File: src/rtl/spi_burst_decoder.sv
// SPI burst decoder: turns CS-framed command/data bytes into address/word write strobes.
// Optional address range check enabled by defining SPI_DEC_RANGE_CHECK_EN.
module spi_burst_decoder #(
    parameter int ADDR_W     = 5,
    parameter int DATA_BYTES = 2,
    parameter int ADDR_LIMIT = 24
) (
    input  logic                    clk_in,
    input  logic                    reset_n_in,
    input  logic [7:0]              data_in,
    input  logic                    data_valid_in,
    input  logic                    transaction_valid_in,
    output logic [8*DATA_BYTES-1:0] data_out,
    output logic [ADDR_W-1:0]       addr_out,
    output logic                    data_valid_out,
    output logic                    frame_err_out,
    output logic                    busy_out
);

    localparam int W  = 8 * DATA_BYTES;
    localparam int CW = 3;

`ifdef SPI_DEC_RANGE_CHECK_EN
    localparam bit RANGE_EN = 1'b1;
`else
    localparam bit RANGE_EN = 1'b0;
`endif

    typedef enum logic [1:0] {IDLE, CMD, DATA, DRAIN} state_e;

    state_e            state_q, state_d;
    logic [ADDR_W-1:0] addr_q, addr_d;
    logic              burst_q, burst_d;
    logic [CW-1:0]     byte_cnt_q, byte_cnt_d;
    logic [7:0]        word_cnt_q, word_cnt_d;
    logic [W-1:0]      shift_q, shift_d;
    logic              range_err_q, range_err_d;
    logic [W-1:0]      data_q, data_d;
    logic [ADDR_W-1:0] addr_out_q, addr_out_d;
    logic              valid_q, valid_d;
    logic              err_q, err_d;

    logic              accept;
    logic              last_byte;
    logic              range_hit;
    logic [W-1:0]      word;

    always_comb begin
        state_d     = state_q;
        addr_d      = addr_q;
        burst_d     = burst_q;
        byte_cnt_d  = byte_cnt_q;
        word_cnt_d  = word_cnt_q;
        shift_d     = shift_q;
        range_err_d = range_err_q;
        data_d      = data_q;
        addr_out_d  = addr_out_q;
        valid_d     = 1'b0;
        err_d       = 1'b0;

        accept    = data_valid_in & transaction_valid_in;
        last_byte = (byte_cnt_q == CW'(DATA_BYTES - 1));
        range_hit = RANGE_EN && (int'(addr_q) >= ADDR_LIMIT);
        // Truncation keeps the newest W bits: older bytes move toward the MSB
        word      = W'({shift_q, data_in});

        unique case (state_q)
            IDLE: begin
                if (transaction_valid_in) begin
                    state_d     = CMD;
                    byte_cnt_d  = '0;
                    word_cnt_d  = '0;
                    range_err_d = 1'b0;
                end
            end
            CMD: begin
                if (accept) begin
                    addr_d      = data_in[ADDR_W-1:0];
                    burst_d     = data_in[7];
                    byte_cnt_d  = '0;
                    word_cnt_d  = '0;
                    range_err_d = 1'b0;
                    state_d     = DATA;
                end
            end
            DATA: begin
                if (accept) begin
                    shift_d = word;
                    if (last_byte) begin
                        byte_cnt_d = '0;
                        if (word_cnt_q != 8'hFF) begin
                            word_cnt_d = word_cnt_q + 8'd1;
                        end
                        if (range_hit) begin
                            range_err_d = 1'b1;
                        end else begin
                            valid_d    = 1'b1;
                            data_d     = word;
                            addr_out_d = addr_q;
                        end
                        if (burst_q) begin
                            addr_d = addr_q + ADDR_W'(1);
                        end else begin
                            state_d = DRAIN;
                        end
                    end else begin
                        byte_cnt_d = byte_cnt_q + CW'(1);
                    end
                end
            end
            DRAIN: begin
            end
            default: state_d = IDLE;
        endcase

        // CS release ends the frame from any active state
        if (state_q != IDLE && !transaction_valid_in) begin
            state_d = IDLE;
            err_d   = (state_q == DATA && byte_cnt_q != '0) ||
                      (word_cnt_q == 8'd0) || range_err_q;
        end
    end

    always_ff @(posedge clk_in) begin
        if (!reset_n_in) begin
            state_q     <= IDLE;
            addr_q      <= '0;
            burst_q     <= 1'b0;
            byte_cnt_q  <= '0;
            word_cnt_q  <= '0;
            shift_q     <= '0;
            range_err_q <= 1'b0;
            data_q      <= '0;
            addr_out_q  <= '0;
            valid_q     <= 1'b0;
            err_q       <= 1'b0;
        end else begin
            state_q     <= state_d;
            addr_q      <= addr_d;
            burst_q     <= burst_d;
            byte_cnt_q  <= byte_cnt_d;
            word_cnt_q  <= word_cnt_d;
            shift_q     <= shift_d;
            range_err_q <= range_err_d;
            data_q      <= data_d;
            addr_out_q  <= addr_out_d;
            valid_q     <= valid_d;
            err_q       <= err_d;
        end
    end

    assign data_out       = data_q;
    assign addr_out       = addr_out_q;
    assign data_valid_out = valid_q;
    assign frame_err_out  = err_q;
    assign busy_out       = (state_q != IDLE);

endmodule
File: config.mk
export PLATFORM = sky130hd
export DESIGN_NAME = spi_burst_decoder
export DESIGN_NICKNAME = d
export VERILOG_FILES = /design/src/rtl/spi_burst_decoder.sv
export SDC_FILE = /design/constraint.sdc
export NUM_CORES = 1
export LEC_CHECK = 0
export BUFFER_PORTS_ARGS = -buffer_cell sky130_fd_sc_hd__buf_4
export CELL_PAD_IN_SITES_DETAIL_PLACEMENT = 0
export CELL_PAD_IN_SITES_GLOBAL_PLACEMENT = 1
export CORE_MARGIN = 2
export CORE_UTILIZATION = 41
export DETAILED_ROUTE_END_ITERATION = 8
export PLACE_DENSITY_LB_ADDON = 0.08
export SLEW_MARGIN = 40
export SYNTH_ARGS = -nofsm -noshare
export SYNTH_HDL_FRONTEND = slang
export SYNTH_SLANG_ARGS = --single-unit
File: constraint.sdc
create_clock -name clk_in -period 2.5 [get_ports clk_in]
set_clock_uncertainty 0.15 [all_clocks]
set_input_delay 0.625 -clock clk_in [delete_from_list [all_inputs] [get_ports clk_in]]
set_output_delay 0.625 -clock clk_in [all_outputs]
set_load 0.03 [all_outputs]
==> out/metrics.csv <==
metric;value;unit
IO Pins;36;
Critical Path RT;2.55;ns
Synth Flop Type;dfxtp_1;
delay-heaviest family, CP;compound AO/OA/AOI/OAI gates;
gr usage total;17.9;%
Post-synth EDFFs;0;
DRC Markers;0;
met3 usage;3.52;%
Tmin final;2.30;ns
Max-Cap Viols;0;
largest net degree at the start of global routing;26;
Die Wd;79.0;um
final global-route overflow total;0;
final setup fails;0;
root buf cell;clkbuf_8;
core box area;0.00547;mm^2
critical path's largest stage delay;0.49;ns
kind of critical path;reg2reg;
Sink Count;50;
mapped cell area;0.00230;mm^2
Cell Chain, Critical Path;inv_1 > ha_1 > o31a_1 > or3_1 > o221a_2;
Clock Latency Late Sink;0.30;ns
hold_buf cts;0;
Clock Tree Buf Depth;2;
WP buf/inv;1;
register area share after synthesis;43.5;%
post-synth top area share;43.5;%
R2R cell count;5;
met2 Resource Use GR;28.2;%
antenna violations before repair;0;
Worst Hold Class;reg2reg;
slowest CP cell;o31a_1;
vias per inst;5.37;
share of post-route cells with drive strength above 1;19.4;%
fraction of registers with async set/reset;0;%
Peak Freq;0.434;GHz
CP Launch Type;flip-flop;
Via Count;2099;
VDD IR-drop max;0.000424;V
DR iter-0 viols;124;
PD cells;726;mW/mm^2
Die ar.;0.00623;mm^2
Die H;79.0;um
CP Capture Type;flip-flop;
CTS buffer count;5;
grt peak-use layer;met2;
Yosys reg bits;50;
Final ANT Viol Nets;0;
average wire per standard cell;14.2;um
Final Hold Vio Count;0;
total negative setup slack;0;ns
Detailed Routing Iterations Pass 1;4;
first-pass GRT wire length;8880;um
GRT met1 Usage;25.2;%
R2R Setup Slk;0.20;ns
setup bufs post-CTS;0;
Hold Path Depth;2;
static leakage;0.987;nW
crit-path max FO;13;
Layout area overhead;19.2;%
post-synthesis cell count;282;
number of global-route vias before repair;1837;
HPWL after DPL;3810;um
Synthesis Warnings;0;
Worst Tran Pin Value;0.678;ns
period utilisation layout;92.1;%
RSZ-0062 raised after global routing;no;
diode count;0;
Avg Cell Area, Syn;8.17;um^2
post-synth net total;302;
Synth cell types;47;
row count;27;
Reg2Reg Capture Point;word_cnt_q[5]$_SDFFE_PN0P_;
fin nets;338;
Worst EP arrival;2.35;ns
Starting Density;42.1;%
DRT Wirelength;5540;um
Power, Total;0.00199;W
PortBufs;35;
synth top area cells;dfxtp_1 (43%), nand2_1 (12%), a21oi_1 (7.8%);
clock-pin slew on the worst setup and hold paths;0.10;ns
Core Util, Final;50.2;%
H-tree depth;2;
Worst Hold End;data_out[11]$_SDFFE_PN0P_;
post-CTS sizing;0;
area leader, netlist;dfxtp_1;
fin. max-slew vios;0;
CTS tree;yes;
reg-to-reg startpoint;state_q[0]$_SDFFE_PP0P_;
worst hold path startpoint;shift_q[3]$_SDFFE_PN0P_;
GP Congestion;0.859;
outcome;finished, final reports clean;
Rel. slew slack;54.1;%
[metal layers]
metal,vias to the layer above,wire [um],part of all wire (%)
met2,49,2590,47
met3,2,279,5.0
met4,0,24,0.43
met5,-,0,0
li1,1071,-,-
met1,977,2640,48
[power by group]
| part | total, W | switching, W | internal, W |
|---|---|---|---|
| clock | 0.000568 | 0.000269 | 0.000299 |
| combinational | 0.000550 | 0.000345 | 0.000205 |
| sequential | 0.000875 | 0.0000408 | 0.000835 |
| total | 0.00199 | 0.000655 | 0.00134 |
[cell families after synthesis]
group	after synthesis	share of synthesized area, %
fa+ha+maj	8	4.35
buf+inv	24	5.49
mux	4	1.74
compound gates	75	20.7
flops	50	43.5
simple gates	121	24.3
[through the flow]
stage	setup slack (ns)	instance area [um^2]	hold slack, ns	cells
5_1_grt	0.0564	2750	0.327	391
6_report	0.197	2750	0.306	391
3_3_place_gp	0.261	2640	0.291	383
3_5_place_dp	0.197	2640	0.294	383
4_1_cts	0.183	2750	0.309	391
2_1_floorplan	0.528	2300	0.282	282
[Yosys cell counts (all sizes together), types with 2 or more instances]
master   count
nand2       75
dfxtp       50
a21oi       36
o21ai       10
clkbuf       9
ha           8
nor2         8
inv          7
nand3        6
nor3         6
buf          5
or3          5
a211oi       4
mux2i        4
nor4         4
o221a        4
o31ai        4
nor2b        3
nor3b        3
o311ai       3
a2bb2oi      2
a311o        2
a31oi        2
and3         2
nand3b       2
nand4        2
o22ai        2
o32ai        2
or3b         2
[registers in the layout (all words and copies together) (netlist names)]
signal	count
burst_q	1
byte_cnt_q	3
shift_q	8
addr_out	5
data_out	16
word_cnt_q	8
data_valid_out	1
frame_err_out	1
state_q	2
addr_q	5
[cell usage in the layout (no fill, tap or decap), types with 2 or more instances in the layout]
cell type and n:
a211oi_1 4, nor3b_1 2, nor2b_1 3, nand3_1 6, o221a_2 4, nand4_1 2, o22ai_1 2, or3_1 4
nor2_1 8, dfxtp_1 50, a311o_1 2, nor4_1 4, a21oi_1 36, o32ai_1 2, a31oi_1 2, o31ai_1 4
buf_4 45, nand2_1 75, o311ai_0 2, nor3_1 6, nand3b_1 2, clkbuf_8 5, a2bb2oi_1 2, o21ai_0 10
inv_1 7, mux2i_1 4, ha_1 8
[worst max-delay path by stage]
stage                            start                    endpoint  slack (ns)  cells after the start
6_report       state_q[0]$_SDFFE_PP0P_  word_cnt_q[5]$_SDFFE_PN0P_        0.20                      5
4_1_cts        state_q[0]$_SDFFE_PP0P_  word_cnt_q[6]$_SDFFE_PN0P_        0.18                      5
5_1_grt        state_q[0]$_SDFFE_PP0P_  word_cnt_q[5]$_SDFFE_PN0P_        0.06                      5
2_1_floorplan  state_q[0]$_SDFFE_PP0P_  word_cnt_q[7]$_SDFFE_PN0P_        0.53                      7
3_3_place_gp   state_q[0]$_SDFFE_PP0P_  word_cnt_q[2]$_SDFFE_PN0P_        0.26                      5
3_5_place_dp   state_q[0]$_SDFFE_PP0P_  word_cnt_q[6]$_SDFFE_PN0P_        0.20                      5
[tightest hold or removal path: stages (launching register included)]
cell,delay (ns)
dfxtp_1,0.32
nand2_1,0.05
a21oi_1,0.05
[area by class of cell]
type,count,area [um^2]
Clock buffer,6,72.6
Clock inverter,2,37.5
Fill cell,551,2730
Inverter,8,30.0
Multi-Input combinational cell,208,1180
Sequential cell,50,1000
Tap cell,72,90.1
Timing Repair Buffer,45,338
Power figures use the tool's default switching activity.
